===== src/rtl/alu_pkg.sv =====
// alu_pkg -- shared types and constants for the digit-serial ALU.
//   op_e      : opcode encoding (101-111 are illegal)
//   state_e   : control FSM states
//   FLAG_*    : bit positions inside the 4-bit {N, Z, C, V} flags bus
package alu_pkg;

  typedef enum logic [2:0] {
    OP_AND = 3'b000,
    OP_OR  = 3'b001,
    OP_ADD = 3'b010,
    OP_SUB = 3'b011,
    OP_XOR = 3'b100
  } op_e;

  typedef enum logic [1:0] {
    ST_IDLE = 2'd0,
    ST_BUSY = 2'd1,
    ST_DONE = 2'd2
  } state_e;

  localparam int FLAG_N = 3;
  localparam int FLAG_Z = 2;
  localparam int FLAG_C = 1;
  localparam int FLAG_V = 0;

endpackage


===== src/rtl/alu_digit_slice.sv =====
// alu_digit_slice -- one SLICE_W-bit combinational ALU digit.
//   a, b  : digit operands (b arrives already inverted for subtraction)
//   cin   : carry into this digit
//   op    : opcode; ADD and SUB both use the adder path
//   y     : digit result (zero for illegal opcodes)
//   cout  : carry out of this digit (zero for non-arithmetic opcodes)
module alu_digit_slice
  import alu_pkg::*;
#(
  parameter int SLICE_W = 4
) (
  input  logic [SLICE_W-1:0] a,
  input  logic [SLICE_W-1:0] b,
  input  logic               cin,
  input  logic [2:0]         op,
  output logic [SLICE_W-1:0] y,
  output logic               cout
);

  logic [SLICE_W:0] sum;

  assign sum = {1'b0, a} + {1'b0, b} + {{SLICE_W{1'b0}}, cin};

  always_comb begin
    y    = '0;
    cout = 1'b0;
    case (op)
      OP_AND: y = a & b;
      OP_OR:  y = a | b;
      OP_XOR: y = a ^ b;
      OP_ADD, OP_SUB: begin
        y    = sum[SLICE_W-1:0];
        cout = sum[SLICE_W];
      end
      default: begin
        y    = '0;
        cout = 1'b0;
      end
    endcase
  end

endmodule


===== src/rtl/alu_serial_nbit.sv =====
// alu_serial_nbit -- digit-serial ALU, SLICE_W bits per clock, LSB first.
//   clk, rst            : clock, asynchronous active-high reset
//   in_valid / in_ready : operand handshake (A_i, B_i, op)
//   out_valid/out_ready : result handshake (Result, flags {N,Z,C,V}, err)
// A bundle accepted on one edge produces out_valid exactly WIDTH/SLICE_W
// cycles later. Outputs are held until the consumer takes them.
// Optional build macro: ALU_SAT_EN -- saturate ADD/SUB results on signed
// overflow instead of wrapping.
module alu_serial_nbit
  import alu_pkg::*;
#(
  parameter int WIDTH   = 16,
  parameter int SLICE_W = 4
) (
  input  logic             clk,
  input  logic             rst,
  input  logic             in_valid,
  output logic             in_ready,
  input  logic [WIDTH-1:0] A_i,
  input  logic [WIDTH-1:0] B_i,
  input  logic [2:0]       op,
  output logic             out_valid,
  input  logic             out_ready,
  output logic [WIDTH-1:0] Result,
  output logic [3:0]       flags,
  output logic             err
);

  localparam int NDIG  = WIDTH / SLICE_W;
  localparam int CNT_W = (NDIG > 1) ? $clog2(NDIG) : 1;

  generate
    if ((SLICE_W > WIDTH) || ((WIDTH % SLICE_W) != 0)) begin : g_bad_params
      $error("alu_serial_nbit: WIDTH must be a positive multiple of SLICE_W");
    end
  endgenerate

  state_e             state_q, state_d;
  logic [WIDTH-1:0]   a_q, a_d;       // shifts right one digit per BUSY cycle
  logic [WIDTH-1:0]   b_q, b_d;
  logic [2:0]         op_q, op_d;
  logic               carry_q, carry_d;
  logic [CNT_W-1:0]   cnt_q, cnt_d;
  logic [WIDTH-1:0]   res_q, res_d;   // digits enter at the top, shift down
  logic [3:0]         flags_q, flags_d;
  logic               err_q, err_d;

  logic [SLICE_W-1:0] dig_a, dig_b, dig_y;
  logic               dig_cout;
  logic               is_sub, is_arith, is_illegal;

  assign is_sub     = (op_q == OP_SUB);
  assign is_arith   = (op_q == OP_ADD) || is_sub;
  assign is_illegal = (op_q > OP_XOR);
  assign dig_a      = a_q[SLICE_W-1:0];
  assign dig_b      = is_sub ? ~b_q[SLICE_W-1:0] : b_q[SLICE_W-1:0];

  alu_digit_slice #(.SLICE_W(SLICE_W)) u_slice (
    .a    (dig_a),
    .b    (dig_b),
    .cin  (carry_q),
    .op   (op_q),
    .y    (dig_y),
    .cout (dig_cout)
  );

  logic [WIDTH-1:0] res_wrap, res_fin;
  logic             v_bit;

  always_comb begin
    state_d = state_q;
    a_d     = a_q;
    b_d     = b_q;
    op_d    = op_q;
    carry_d = carry_q;
    cnt_d   = cnt_q;
    res_d   = res_q;
    flags_d = flags_q;
    err_d   = err_q;

    res_wrap = (res_q >> SLICE_W) | (WIDTH'(dig_y) << (WIDTH - SLICE_W));
    // On the last digit dig_a/dig_b hold the operand MSBs (B already inverted
    // for SUB), so overflow is "same operand signs, different result sign".
    v_bit    = is_arith && (dig_a[SLICE_W-1] == dig_b[SLICE_W-1]) &&
               (dig_y[SLICE_W-1] != dig_a[SLICE_W-1]);
    res_fin  = res_wrap;
`ifdef ALU_SAT_EN
    if (v_bit) begin
      // Negative operands overflowing means the true result was below min.
      res_fin = dig_a[SLICE_W-1] ? (WIDTH'(1) << (WIDTH - 1))
                                 : ~(WIDTH'(1) << (WIDTH - 1));
    end
`endif

    case (state_q)
      ST_IDLE: begin
        if (in_valid) begin
          a_d     = A_i;
          b_d     = B_i;
          op_d    = op;
          carry_d = (op == OP_SUB);
          cnt_d   = '0;
          state_d = ST_BUSY;
        end
      end
      ST_BUSY: begin
        a_d     = a_q >> SLICE_W;
        b_d     = b_q >> SLICE_W;
        carry_d = dig_cout;
        res_d   = res_wrap;
        cnt_d   = cnt_q + CNT_W'(1);
        if (cnt_q == CNT_W'(NDIG - 1)) begin
          cnt_d           = '0;
          res_d           = res_fin;
          flags_d[FLAG_N] = res_fin[WIDTH-1];
          flags_d[FLAG_Z] = (res_fin == '0);
          flags_d[FLAG_C] = is_arith && dig_cout;
          flags_d[FLAG_V] = v_bit;
          err_d           = is_illegal;
          state_d         = ST_DONE;
        end
      end
      ST_DONE: begin
        if (out_ready) begin
          state_d = ST_IDLE;
        end
      end
      default: state_d = ST_IDLE;
    endcase
  end

  always_ff @(posedge clk or posedge rst) begin
    if (rst) begin
      state_q <= ST_IDLE;
      a_q     <= '0;
      b_q     <= '0;
      op_q    <= '0;
      carry_q <= 1'b0;
      cnt_q   <= '0;
      res_q   <= '0;
      flags_q <= '0;
      err_q   <= 1'b0;
    end else begin
      state_q <= state_d;
      a_q     <= a_d;
      b_q     <= b_d;
      op_q    <= op_d;
      carry_q <= carry_d;
      cnt_q   <= cnt_d;
      res_q   <= res_d;
      flags_q <= flags_d;
      err_q   <= err_d;
    end
  end

  assign in_ready  = (state_q == ST_IDLE);
  assign out_valid = (state_q == ST_DONE);
  assign Result    = res_q;
  assign flags     = flags_q;
  assign err       = err_q;

endmodule


===== config.mk =====
export PLATFORM = sky130hd
export DESIGN_NAME = alu_serial_nbit
export DESIGN_NICKNAME = d
export VERILOG_FILES = /design/src/rtl/alu_pkg.sv /design/src/rtl/alu_digit_slice.sv /design/src/rtl/alu_serial_nbit.sv
export SDC_FILE = /design/constraint.sdc
export NUM_CORES = 1
export LEC_CHECK = 0
export CORE_UTILIZATION = 51
export DETAILED_ROUTE_END_ITERATION = 16
export GPL_ROUTABILITY_DRIVEN = 0
export PLACE_DENSITY_LB_ADDON = 0.1
export SLEW_MARGIN = 30
export SYNTH_ARGS = -nofsm -noshare
export SYNTH_HDL_FRONTEND = slang
export SYNTH_SLANG_ARGS = --single-unit
export TNS_END_PERCENT = 30

===== constraint.sdc =====
create_clock -name clk -period 3.3 [get_ports clk]
set_input_delay 0.495 -clock clk [delete_from_list [all_inputs] [get_ports clk]]
set_output_delay 0.495 -clock clk [all_outputs]
set_load 0.02 [all_outputs]

==> impl_metrics.yaml, run 1 <==
synth:
  synth_edf_count: 0
  synth_common_cells: "nand2_1 (119), dfrtp_1 (61), nor2_1 (32), o21ai_0 (21), a31oi_1 (20)"
  ys_seq_area_frac: 0.520
  netlist_instances: 341
  syn_area_sq_um: 2930
  synth_most_common_cell: "nand2_1"
  syn_nets: 391
  ys_ff_latch: 61
  synthFlopType: "dfrtp_1"
  yosysTopAreaCell: "dfrtp_1"
  yosysTopAreaCellShare: 0.520
  async_flop_share: 1.00
  synthTopCellsByArea: "dfrtp_1 (52%), nand2_1 (15%), a31oi_1 (4.3%)"
  syn_area_per_cell_sq_um: 8.60
  yosys_warnings: 0
  synth_cell_type_count: 32
power_and_ir_drop:
  peakVddDrop_uv: 492
  p_leak_nw: 1.76
  power_density_nw_per_um2: 1050
hold_path:
  holdCritStartpoint: "a_q[5]"
  min_to: "a_q[1]"
  min-delay-path-class: "register to register"
  holdPathStages: 2
die:
  io_pins: 62
  die_x_microns: 77.9
  start_util: 0.530
  rows: 27
  fp.coreArea_sq_um: 5540
  die_area_sq_um: 6060
  die_h_microns: 77.9
clocking:
  cts_tree: "done"
  clkTransAtPathRegs_ps: 70
  cts_resized: 0
  clk_latency_ps: 340
  cts-htree-levels: 3
  holdBufCountCts: 0
  clock_path_buffers: 2
  cts_setup_buffers: 0
  cts.sinks: 61
  cts_buffers: 9
  root_buffer: "clkbuf_8"
route:
  wl_per_cell_microns: 13.0
  first_pass_iters: 4
  via_per_inst: 5.23
  num_vias: 2501
  drtAntennaViolNets: 0
  wl_mm: 6.23
  drt_iter0_drc: 131
  drc: 0
critical_path:
  r2r_setup_slack_ps: 400
  critPathKind: "register to register"
  crit_path_end_kind: "register"
  worstPathArrival_ps: 3180
  worst_r2r_path_depth: 10
  path_max_fanout: 9
  critical_path_required_ps: 3580
  r2r-start: "op_q[2]"
  cp-start-kind: "register"
  reg2reg_to: "flags[2]"
cells_and_area:
  nNetsFinal: 451
  final_layout_size_suffix_gt1_frac: 0.0714
  fin_util: 0.689
  synthToLayoutAreaGrowth_pct: 30.0
  nFillCells: 454
  stdcell_area_sq_um: 3810
  n_antenna_cell: 0
grt:
  grt_pass1_vias: 2495
  grt_max_degree: 49
  grt_pass1_wl_mm: 11.1
  grt_antenna_before_repair: 0
  track_usage: 0.239
  gr-total-overflow: 0
sta:
  rsz0062_at_grt: "false"
  skew_ps: 9.71
  finalSetupViolations: 0
  fmax_mhz: 345
  worst_pin_slew_ps: 842
  fin_crit_sh: 0.878
  max_slew_margin: 0.438
  period_needed_ps: 2900
  fin_tns_setup_ps: 0
  drv_slew: 0
  hold_viol_final: 0
run:
  cap_violations: 0
placement:
  portBuffers: 61
  dpl_cell_area_sq_um: 3600
  dp_hpwl_mm: 4.52
run_status:
  run_status: "finished clean"
-- cell families after synthesis --
group,share of synthesized area
simple gates,0.226
compound gates,0.132
flops,0.520
buf+inv,0.0418
fa+ha+maj,0.0520
xor+xnor,0.0209
mux,0.00725
-- final cells by class --
type                            count  area (sq um)  area share
Multi-Input combinational cell    251          1290       0.337
Clock buffer                       11           151      0.0397
Tap cell                           72          90.1      0.0236
Timing Repair Buffer               68           663       0.174
Sequential cell                    61          1530       0.400
Inverter                           10          37.5     0.00984
Clock inverter                      5          58.8      0.0154
-- registers in the layout, indices dropped and copies added (netlist names) --
| signal | count |
|---|---|
| Result | 16 |
| a_q | 16 |
| b_q | 16 |
| flags | 4 |
| op_q | 3 |
| cnt_q | 2 |
| state_q | 2 |
| carry_q | 1 |
| err | 1 |
-- per-stage QoR --
stage | instances | total power [W] | hold slack, ps | worst slack [ps]
floorplan | 341 | 0.00274 | 450 | 651
global placement | 462 | 0.00325 | 458 | 517
detailed placement | 462 | 0.00333 | 467 | 423
CTS | 478 | 0.00403 | 477 | 419
global route | 478 | 0.00438 | 511 | 219
finish | 478 | 0.00400 | 474 | 402
-- power breakdown --
part           total, W  internal (W)  switching, W
sequential      0.00135       0.00109      0.000259
combinational   0.00196      0.000830       0.00113
clock          0.000690      0.000390      0.000301
-- per-layer routing --
layer	part of all wire	track usage
met3	0.053	0.0647
met2	0.52	0.414
met1	0.42	0.283
met4	0.0085	0.0887
met5	0	0
-- worst max-delay path by stage --
stage,start,to,slack [ps],cells after the start
6_report,op_q[2],flags[2],400,10
5_1_grt,op_q[2],flags[2],220,10
4_1_cts,op_q[2],flags[2],420,10
3_5_place_dp,op_q[2],flags[2],420,10
3_3_place_gp,op_q[2],flags[2],520,10
2_1_floorplan,op_q[2],flags[2],650,11
-- critical path, stage by stage, from the launching register on --
cell and delay, ps:
dfrtp_1 470, nor2b_2 250, nand2_1 200, xnor2_1 240, fa_1 430, fa_1 430
xor2_1 160, a32o_1 210, a21oi_1 140, and4_1 200, a22o_2 120
-- layout by cell type (no fill, tap or decap), drive strengths merged --
master / instances
buf: 7
a32o: 4
mux2i: 1
a31oi: 20
o21ai: 21
dfrtp: 61
nor4: 2
fa: 2
nand2b: 3
o31ai: 1
nor2: 32
or4: 1
and4: 1
bufinv: 1
nand2: 120
xnor2: 6
clkinvlp: 2
nor2b: 3
a22o: 1
clkdlybuf4s50: 61
o41ai: 1
ha: 9
and2: 1
mux2: 1
nand3: 1
a21oi: 15
xor2: 1
nor3: 2
clkbuf: 11
inv: 10
a21o: 2
clkinv: 2
Note: power is estimated with default switching activity, not from simulation.
==> run 2, diff against run 1 <==
Settings changed: REMOVE_ABC_BUFFERS set to 1, SETUP_SLACK_MARGIN set to 0.1.
==> run 2 against run 1 <==
  * Critical path depth is the same
  * Register-to-register slack hardly changed
  * Clock skew rose by 0.60 ps
  * Sequential cell count unchanged
  * Maximum frequency decreased by 0.43%
  * Die area stayed put
  * Core utilization increased by 0.23 points
  * Worst setup slack lost 13 ps
  * Sequential power barely moved
  * Non-clock buffer count is 2 lower
  * Cell count fell by 0.42%
  * Critical path type unchanged
  * Largest power group unchanged
==> impl_metrics.yaml, run 2 (same netlist as run 1, synthesis figures left out) <==
run_status:
  run_status: "finished clean"
sta:
  fin_crit_sh: 0.882
  period_needed_ps: 2910
  worst_pin_slew_ps: 710
  rsz0062_at_grt: "false"
  max_slew_margin: 0.527
  skew_ps: 10.3
  drv_slew: 0
  hold_viol_final: 0
  fmax_mhz: 344
  fin_tns_setup_ps: 0
  timing.final.ws_setup_ps: 389
  finalSetupViolations: 0
clocking:
  cts_setup_buffers: 0
  cts.sinks: 61
  clock_path_buffers: 2
  cts_tree: "done"
  holdBufCountCts: 0
  root_buffer: "clkbuf_8"
  cts_buffers: 9
  cts_resized: 0
  clkTransAtPathRegs_ps: 70
  cts-htree-levels: 3
  clk_latency_ps: 340
placement:
  dp_hpwl_mm: 3.88
  dp.cells: 460
  place_ws_ps: 451
  portBuffers: 61
critical_path:
  critical_path_required_ps: 3570
  path_max_fanout: 9
  cp-start-kind: "register"
  crit_chain: "nor2b_2 > nand2_1 > xnor2_1 > fa_1 > fa_1 > xor2_1 > a32o_1 > a21oi_1 > and4_1 > a22o_2"
  slowest_stage: "dfrtp_1"
  worstPathArrival_ps: 3190
  crit_path_end_kind: "register"
  critPathKind: "register to register"
  slowest_delay_ps: 470
  crit_path_frequent_cell: "fa_1"
cells_and_area:
  synthToLayoutAreaGrowth_pct: 30.4
  nNetsFinal: 449
  final_layout_size_suffix_gt1_frac: 0.0644
  n_antenna_cell: 0
  final_common_cell: "nand2_1"
  stdcell_count: 476
  final_cell_mix: "nand2_1 (119), dfrtp_1 (61), clkdlybuf4s50_1 (61)"
grt:
  grt_use_met2: 0.356
  grt_pass1_wl_mm: 10.3
  use_met1: 0.277
  track_usage: 0.221
  grt_max_degree: 62
  grt_use_met3: 0.0506
  grt_antenna_before_repair: 0
  globalRoute.busiestLayer: "met2"
  gr-total-overflow: 0
  grt_pass1_vias: 2350
die:
  rows: 27
  die_x_microns: 77.9
  io_pins: 62
  fp.coreArea_sq_um: 5540
  die_area_sq_um: 6060
  die_h_microns: 77.9
  start_util: 0.530
run:
  cap_violations: 0
route:
  wl_mm: 5.80
  via_per_inst: 5.12
  drc: 0
  num_vias: 2436
  drt_iter0_drc: 173
  wl_per_cell_microns: 12.2
  first_pass_iters: 5
  drtAntennaViolNets: 0
power_and_ir_drop:
  p_leak_nw: 1.77
  power_density_nw_per_um2: 1060
  finalPower_w: 0.00405
  peakVddDrop_uv: 626
hold_path:
  min-delay-path-class: "register to register"
==> run 2: cell types whose count changed in the layout (fill, tap and decap cells not counted) <==
cell        before  now
bufinv_16        1    2
buf_12           0    1
clkinv_4         1    0
clkinv_2         1    2
clkbuf_1         0    1
buf_4            7    4
clkinvlp_4       2    0
==> run 2: worst max-delay path: cells and delay by family (launching register included) <==
kind,cells,cell delay (ps)
AOI/OAI and AO/OA,3,480
xor gates and xnor gates,2,390
adders and majority gates,2,880
DFF,1,470
and+or+nand+nor,3,640
==> run 2: metal layers <==
| metal | part of all wire | vias up |
|---|---|---|
| met1 | 0.47 | 1118 |
| li1 | - | 1242 |
| met5 | 0 | - |
| met4 | 0.014 | 0 |
| met2 | 0.47 | 69 |
| met3 | 0.042 | 7 |
==> run 2: final timing paths <==
kind | slack [ps] | start | cells after the start | endpoint
max | 390 | op_q[2] | 10 | flags[2]
min reg2reg | 470 | Result[3] | 2 | Result[3]
min | 470 | Result[3] | 2 | Result[3]
max in group asynchronous | 2500 | rst | 3 | Result[14]
max reg2reg | 390 | op_q[2] | 10 | flags[2]
min in group asynchronous | 520 | rst | 3 | a_q[8]
==> run 2: through the flow <==
step	utilization	hold slack (ps)	instance area (sq um)
floorplan	-	450	2850
global placement	0.650	458	3600
detailed placement	0.650	462	3600
CTS	0.691	479	3830
global route	0.691	507	3830
finish	0.691	473	3830
==> run 2: area by class of cell <==
class	count	area (sq um)
clock inverters	4	70.1
clock buffers	12	155
well taps	72	90.1
inverters	10	37.5
flip-flops and latches	61	1530
multi-input cells	251	1290
repair buffers	66	661
fillers	478	1710
==> run 2: power by group <==
part	total [W]	internal [W]	switching (W)
sequential	0.00134	0.00109	0.000248
combinational	0.00196	0.000825	0.00113
clock	0.000749	0.000464	0.000285
==> run 3, diff against run 2 <==
Settings changed: HOLD_SLACK_MARGIN set to 0.03, REMOVE_ABC_BUFFERS 1 to unset.
==> results of run 3 <==
Final layout, timing and power as in run 1 (identical DEF).
